--- src/rtl/tmds_pkg.sv ---
// tmds_pkg: shared types, control tokens and helpers for the TMDS encoder.
//   tmds_word_t  : one 10-bit TMDS symbol, bit 0 transmitted first
//   CTL_00..11   : control-period tokens indexed by {c1,c0}
//   N_CH         : number of colour channels
//   popcount8()  : number of ones in a byte
//   ctl_token()  : maps {c1,c0} onto its control token
package tmds_pkg;

  typedef logic [9:0] tmds_word_t;

  localparam int N_CH = 3;

  localparam tmds_word_t CTL_00 = 10'b1101010100;
  localparam tmds_word_t CTL_01 = 10'b0010101011;
  localparam tmds_word_t CTL_10 = 10'b0101010100;
  localparam tmds_word_t CTL_11 = 10'b1010101011;

  function automatic logic [3:0] popcount8(input logic [7:0] d);
    logic [3:0] c;
    c = 4'd0;
    for (int i = 0; i < 8; i++) begin
      c = c + {3'b000, d[i]};
    end
    return c;
  endfunction

  function automatic tmds_word_t ctl_token(input logic [1:0] c);
    tmds_word_t t;
    case (c)
      2'b00:   t = CTL_00;
      2'b01:   t = CTL_01;
      2'b10:   t = CTL_10;
      2'b11:   t = CTL_11;
      default: t = CTL_00;
    endcase
    return t;
  endfunction

endpackage

--- src/rtl/tmds_channel_enc.sv ---
// tmds_channel_enc: one TMDS 8b/10b channel encoder with running DC balance.
//   i_clk_pixel : pixel clock
//   i_rst       : synchronous active-high reset
//   i_data      : 8-bit colour component
//   i_blank     : 1 = control period, 0 = active video
//   i_ctl       : {c1,c0} control bits, used while blanked
//   o_tmds      : registered 10-bit symbol, appears two edges after the
//                 edge that captures the inputs
// Pipeline: input capture -> transition-minimised q_m -> DC-balanced symbol.
module tmds_channel_enc
  import tmds_pkg::*;
#(
  parameter int P_CNT_W = 5
) (
  input  logic       i_clk_pixel,
  input  logic       i_rst,
  input  logic [7:0] i_data,
  input  logic       i_blank,
  input  logic [1:0] i_ctl,
  output tmds_word_t o_tmds
);

  localparam logic signed [P_CNT_W-1:0] CNT_ZERO = {P_CNT_W{1'b0}};
  localparam logic signed [P_CNT_W-1:0] CNT_TWO  = {{(P_CNT_W-2){1'b0}}, 2'b10};

  // capture rank
  logic [7:0] data_r;
  logic       blank_in_r;
  logic [1:0] ctl_in_r;

  // q_m rank
  logic [3:0] n1d_s;
  logic       use_xnor_s;
  logic [8:0] q_m_s;
  logic [8:0] q_m_r;
  logic       blank_r;
  logic [1:0] ctl_r;

  // output rank
  logic [3:0]                n1_s;
  logic [3:0]                n0_s;
  logic signed [P_CNT_W-1:0] n1_ext_s;
  logic signed [P_CNT_W-1:0] n0_ext_s;
  logic signed [P_CNT_W-1:0] diff_s;
  logic signed [P_CNT_W-1:0] cnt_r;
  logic signed [P_CNT_W-1:0] cnt_nxt_s;
  tmds_word_t                tmds_nxt_s;

  // Input capture; reset parks the pipe in a blanked CTL_00 state so no
  // stale active word can leave after reset is released.
  always_ff @(posedge i_clk_pixel) begin
    if (i_rst) begin
      data_r     <= 8'h00;
      blank_in_r <= 1'b1;
      ctl_in_r   <= 2'b00;
    end else begin
      data_r     <= i_data;
      blank_in_r <= i_blank;
      ctl_in_r   <= i_ctl;
    end
  end

  assign n1d_s      = popcount8(data_r);
  assign use_xnor_s = (n1d_s > 4'd4) || ((n1d_s == 4'd4) && (data_r[0] == 1'b0));

  // Transition-minimising chain: XNOR for ones-heavy bytes, XOR otherwise;
  // q_m[8] records which chain was used (1 = XOR).
  always_comb begin
    q_m_s    = 9'd0;
    q_m_s[0] = data_r[0];
    for (int i = 1; i < 8; i++) begin
      if (use_xnor_s) begin
        q_m_s[i] = q_m_s[i-1] ~^ data_r[i];
      end else begin
        q_m_s[i] = q_m_s[i-1] ^ data_r[i];
      end
    end
    q_m_s[8] = ~use_xnor_s;
  end

  // q_m rank registers, with blank/control delayed alongside.
  always_ff @(posedge i_clk_pixel) begin
    if (i_rst) begin
      q_m_r   <= 9'd0;
      blank_r <= 1'b1;
      ctl_r   <= 2'b00;
    end else begin
      q_m_r   <= q_m_s;
      blank_r <= blank_in_r;
      ctl_r   <= ctl_in_r;
    end
  end

  assign n1_s     = popcount8(q_m_r[7:0]);
  assign n0_s     = 4'd8 - n1_s;
  assign n1_ext_s = {{(P_CNT_W-4){1'b0}}, n1_s};
  assign n0_ext_s = {{(P_CNT_W-4){1'b0}}, n0_s};
  assign diff_s   = n1_ext_s - n0_ext_s;

  // DC balancing: choose inversion of q_m[7:0] so the running disparity
  // moves towards zero. Blanking restarts the disparity from zero.
  always_comb begin
    tmds_nxt_s = CTL_00;
    cnt_nxt_s  = CNT_ZERO;
    if (blank_r) begin
      tmds_nxt_s = ctl_token(ctl_r);
      cnt_nxt_s  = CNT_ZERO;
    end else if ((cnt_r == CNT_ZERO) || (n1_s == n0_s)) begin
      tmds_nxt_s = {~q_m_r[8], q_m_r[8], (q_m_r[8] ? q_m_r[7:0] : ~q_m_r[7:0])};
      cnt_nxt_s  = q_m_r[8] ? (cnt_r + diff_s) : (cnt_r - diff_s);
    end else if ((!cnt_r[P_CNT_W-1] && (n1_s > n0_s)) ||
                 ( cnt_r[P_CNT_W-1] && (n0_s > n1_s))) begin
      // cnt is known non-zero here, so a clear sign bit means cnt > 0
      tmds_nxt_s = {1'b1, q_m_r[8], ~q_m_r[7:0]};
      cnt_nxt_s  = cnt_r + (q_m_r[8] ? CNT_TWO : CNT_ZERO) - diff_s;
    end else begin
      tmds_nxt_s = {1'b0, q_m_r[8], q_m_r[7:0]};
      cnt_nxt_s  = cnt_r + diff_s - (q_m_r[8] ? CNT_ZERO : CNT_TWO);
    end
  end

  // Output symbol and running disparity registers.
  always_ff @(posedge i_clk_pixel) begin
    if (i_rst) begin
      o_tmds <= CTL_00;
      cnt_r  <= CNT_ZERO;
    end else begin
      o_tmds <= tmds_nxt_s;
      cnt_r  <= cnt_nxt_s;
    end
  end

endmodule

--- src/rtl/tmds_encoder.sv ---
// tmds_encoder: three-channel DVI TMDS encoder fed by vga_gen.
//   i_clk_pixel : pixel clock, the only clock
//   i_rst       : synchronous active-high reset
//   i_hsync     : horizontal sync
//   i_vsync     : vertical sync
//   i_blank     : 1 = control period, 0 = active video
//   i_data      : [0]=red, [1]=green, [2]=blue
//   o_tmds      : [0]=ch0/blue, [1]=ch1/green, [2]=ch2/red, registered
// Only sync polarity, channel/control mapping and port arrays live here;
// each lane is a tmds_channel_enc. P_CNT_W must be at least 5.
module tmds_encoder
  import tmds_pkg::*;
#(
  parameter bit P_SYNC_INVERT = 1'b0,
  parameter int P_CNT_W       = 5
) (
  input  logic            i_clk_pixel,
  input  logic            i_rst,
  input  logic            i_hsync,
  input  logic            i_vsync,
  input  logic            i_blank,
  input  logic [2:0][7:0] i_data,
  output logic [2:0][9:0] o_tmds
);

  logic                  hsync_s;
  logic                  vsync_s;
  logic [N_CH-1:0][7:0]  chan_data_s;
  logic [N_CH-1:0][1:0]  chan_ctl_s;

  assign hsync_s = i_hsync ^ P_SYNC_INVERT;
  assign vsync_s = i_vsync ^ P_SYNC_INVERT;

  for (genvar ch = 0; ch < N_CH; ch++) begin : g_ch
    // channel order is reversed relative to the colour inputs (ch0 = blue)
    assign chan_data_s[ch] = i_data[N_CH-1-ch];
    // only ch0 carries sync during blanking
    assign chan_ctl_s[ch]  = (ch == 0) ? {vsync_s, hsync_s} : 2'b00;

    tmds_channel_enc #(
      .P_CNT_W (P_CNT_W)
    ) u_enc (
      .i_clk_pixel (i_clk_pixel),
      .i_rst       (i_rst),
      .i_data      (chan_data_s[ch]),
      .i_blank     (i_blank),
      .i_ctl       (chan_ctl_s[ch]),
      .o_tmds      (o_tmds[ch])
    );
  end

endmodule
--- config.mk ---
export PLATFORM = sky130hd
export DESIGN_NAME = tmds_encoder
export DESIGN_NICKNAME = d
export VERILOG_FILES = /design/src/rtl/tmds_pkg.sv /design/src/rtl/tmds_channel_enc.sv /design/src/rtl/tmds_encoder.sv
export SDC_FILE = /design/constraint.sdc
export NUM_CORES = 1
export LEC_CHECK = 0
export ABC_AREA = 1
export CAP_MARGIN = 20
export CORE_ASPECT_RATIO = 1.2
export CORE_MARGIN = 3
export CORE_UTILIZATION = 54
export CTS_CLUSTER_SIZE = 8
export DETAILED_ROUTE_END_ITERATION = 12
export MAX_ROUTING_LAYER = met4
export PLACE_DENSITY = 0.86
export RECOVER_POWER = 50
export SYNTH_ARGS = -nofsm -noshare
export SYNTH_HDL_FRONTEND = slang
export SYNTH_HIERARCHICAL = 1
export SYNTH_SLANG_ARGS = --single-unit
--- constraint.sdc ---
create_clock -name i_clk_pixel -period 4.8 [get_ports i_clk_pixel]
set_input_delay 0.72 -clock i_clk_pixel [delete_from_list [all_inputs] [get_ports i_clk_pixel]]
set_output_delay 0.72 -clock i_clk_pixel [all_outputs]
set_load 0.01 [all_outputs]
==> metrics.md <==
| Metric | Value |
|---|---|
| Reg2Reg Depth | 29 |
| Met1 usage | 24.2% |
| CP Launch Type | flip-flop |
| Most common cell on crit path | nand2_1 |
| CP max stage cell | fa_1 |
| Layout cell share with drive strength beyond 1 | 15.8% |
| Total Routing Usage GR | 23.3% |
| TritonCTS clock tree | yes |
| Total routed wirelength | 16500 um |
| Number of detailed-route iterations in the first pass | 5 |
| Placer Congestion | 0.924 |
| CTS H-tree depth | 4 |
| Async set-or-reset flop fraction in the synthesized netlist | 0% |
| Critical path peak fanout | 3 |
| Die footprint | 0.0153 mm^2 |
| Most frequent cell after synthesis | nand2_1 |
| # setup viols final | 3 |
| Vias/cell | 5.02 |
| Failing checks | setup timing |
| Placement Setup Slack | -0.223 ns |
| Unrepaired setup endpoints after global routing | yes |
| Initial Utilization | 55.9% |
| Antenna Diode Count | 0 |
| Die height | 135 um |
| Worst EP required | 5.15 ns |
| Row count | 46 |
| CTS sink cnt | 114 |
| Yosys reg bits | 114 |
| Chip Width | 113 um |
| Clock Latency Late Sink | 0.41 ns |
| Max-slew violations | 0 |
| Met2 global-route usage | 41.3% |
| Hold_buf cts | 0 |
| Worst-margin pin slew | 0.775 ns |
| Power Dens Cells | 769 mW/mm^2 |
| Register area share after synthesis | 30.6% |
| Fin crit share | 103% |
| Commonest cells post-synth | nand2_1 (199), inv_1 (196), dfxtp_1 (114) |
| Post-Synth Adder-Cell Area | 21.2% |
| Final #Nets | 1240 |
| Endpoints failing hold | 0 |
| Synth warnings | 6 |
| Maximum number of pins on one net before global-route repair | 67 |
| Fin cells | 1287 |
| GR peak layer | met2 |
| Worst path arrival time | 5.28 ns |
| TritonCTS buffer count | 17 |
| Dominant synthesized flop cell | dfxtp_1 |
| Setup WS post-layout | -0.131 ns |
| Grt met3 use | 4.66% |
| Peak supply drop | 0.633 mV |
| Area delta synth->final | 24.0% |
| Drt wl/cell | 12.8 um |
| Largest family of logic cells by synthesized area | simple AND/OR/NAND/NOR gates |
| Post-synthesis xor/xnor area fraction | 2.31% |
| Fin crit period | 4.93 ns |
| Port bufs | 58 |
| DR iter-0 viols | 424 |
| Avg Cell Area, Syn | 7.48 um^2 |
| Cell count after synthesis | 998 |
| Mux share of post-synthesis cell area | 0% |
| Main area contributors after synthesis | dfxtp_1 (31%), ha_1 (12%), nand2_1 (10%) |
| First-pass GRT wire length | 27800 um |
| Synth Area in Compound Gates | 7.21% |
| Grt ovf | 0 |
| Dpl cells | 1245 |
| HPWL after DPL | 12400 um |
| Routed Antenna Nets | 0 |
| Number of enable flip-flop cells after synthesis | 0 |
| Core Region | 0.0134 mm^2 |
| Via count | 6458 |
| Reg clk slew, reported paths | 0.06 ns |
| Final Skew | 0.00517 ns |
| Fmax | 0.203 GHz |
| Largest stage delay on the critical path | 0.53 ns |
| Max-cap violations | 0 |
| Status | complete, but fails checks |
| Cell variety after synth | 40 |
| Synth Area in Simple Gates | 27.0% |
| Pleak | 4.64 nW |
| Vias in the first global route | 6418 |
| Hold depth | 2 |
| Critical Path Sink Type | flip-flop |
| Clock Tree Root | clkbuf_16 |
| Initial antenna violation count | 0 |
| Worst slew margin | 48.2% |
| Share of the synthesized area in the top cell type | 30.6% |
| Critical path class | reg -> reg |
| Worst min path class | reg -> reg |
| Ports | 59 |
| Drc violations | 0 |
| Largest area contributor in the netlist | dfxtp_1 |
| Mapped Area | 0.00746 mm^2 |
| CTS max path bufs | 2 |
[cell type report]
type | instances | area [um^2]
Timing Repair Buffer | 97 | 872
Fill cell | 1013 | 4100
Tap cell | 168 | 210
Inverter | 211 | 800
Clock buffer | 21 | 470
Multi-Input combinational cell | 665 | 4510
Sequential cell | 114 | 2290
Clock inverter | 11 | 103
[placed cells by master, fill, tap and decap left out, types with 3 or more instances in the layout]
cell type        synthesis  layout
a21boi_0                 3       3
a21oi_1                 19      16
a21oi_2                  1       4
a31oi_1                  6       6
buf_4                    0      38
clkbuf_16                0      17
clkbuf_8                 0       3
clkdlybuf4s50_1          0      56
clkinv_2                 0       3
clkinvlp_4               0       3
conb_1                   1       4
dfxtp_1                114     111
dfxtp_2                  0       3
fa_1                    36      36
ha_1                    69      60
ha_2                     0       3
ha_4                     0       6
inv_1                  196     189
inv_2                   13      19
inv_4                    2       3
nand2_1                199     197
nand2_2                 18      20
nand2_4                  6       6
nand3_1                 79      76
nand3_2                  2       4
nand4_1                  8       8
nor2_1                 101     101
nor2_2                  13      10
nor2_4                   2       5
o211ai_1                 5       5
o21ai_0                 28      22
o21ai_1                 14      19
o22ai_1                  3       3
o31ai_1                  6       6
or2_1                    4       4
or2_2                   12      11
xnor2_1                  4       3
xor2_1                  12      10
[critical path, delay by kind of cell, from the launching register on]
family | cells | cell delay (ns)
AOI/OAI and AO/OA | 1 | 0.13
xor gates and xnor gates | 1 | 0.18
adders and majority gates | 7 | 2.92
buffers and inverters | 8 | 0.49
DFF | 1 | 0.32
and+or+nand+nor | 12 | 0.81
[worst paths after layout]
check / from / endpoint / slack, ns
max: g_ch[2].u_enc/q_m_r[0]$_SDFF_PP0_ / g_ch[2].u_enc/cnt_r[4]$_SDFF_PP0_ / -0.13
min: g_ch[0].u_enc/ctl_in_r[0]$_SDFF_PP0_ / g_ch[0].u_enc/ctl_r[0]$_SDFF_PP0_ / 0.40
max reg2reg: g_ch[2].u_enc/q_m_r[0]$_SDFF_PP0_ / g_ch[2].u_enc/cnt_r[4]$_SDFF_PP0_ / -0.13
min reg2reg: g_ch[0].u_enc/ctl_in_r[0]$_SDFF_PP0_ / g_ch[0].u_enc/ctl_r[0]$_SDFF_PP0_ / 0.40
[flip-flops by register name, indices dropped and copies added, names as in the netlist]
| signal | cells |
|---|---|
| g_ch.u_enc/cnt_r | 15 |
| g_ch.u_enc/blank_in_r | 3 |
| g_ch.u_enc/ctl_in_r | 6 |
| g_ch.u_enc/data_r | 24 |
| g_ch.u_enc/o_tmds | 30 |
| g_ch.u_enc/blank_r | 3 |
| g_ch.u_enc/q_m_r | 27 |
| g_ch.u_enc/ctl_r | 6 |
[power breakdown]
group,switching [mW],internal (mW)
Clock,0.445,0.753
Combinational,2.67,2.15
Sequential,0.0639,1.03
Total,3.17,3.93
[layer usage]
metal  vias to the layer above  part of all wire, %
met1                      2960                   40
met5                         -                    0
met3                        60                  3.3
met2                       163                   52
met4                         0                  4.2
li1                       3275                    -
[cells by family after synthesis]
logic type                 after synthesis
DFF                                    114
buffers and inverters                  222
other                                    1
adders and majority gates              105
and+or+nand+nor                        446
xor gates and xnor gates                18
AOI/OAI and AO/OA                       92
[stage by stage]
stage	power [mW]	hold slack, ns	cell area [um^2]	utilization (%)	setup TNS [ns]
detailed placement	5.28	0.396	8470	63.4	-0.607
global route	7.73	0.412	9250	69.3	-1.24
CTS	6.74	0.403	9130	68.4	-0.199
finish	7.11	0.405	9250	69.3	-0.241
floorplan	4.16	0.388	7540	-	-0.127
global placement	5.13	0.390	8470	63.4	-0.0324
[timing repair]
| action | CTS | global route |
|---|---|---|
| endpoints found under the setup margin | 5 | 6 |
| resized for setup | 12 | 26 |
| pin swaps | 11 | 11 |
| buffers inserted | 4 | 8 |
| endpoints found under the hold margin | 0 | 0 |
Power figures use the tool's default switching activity.
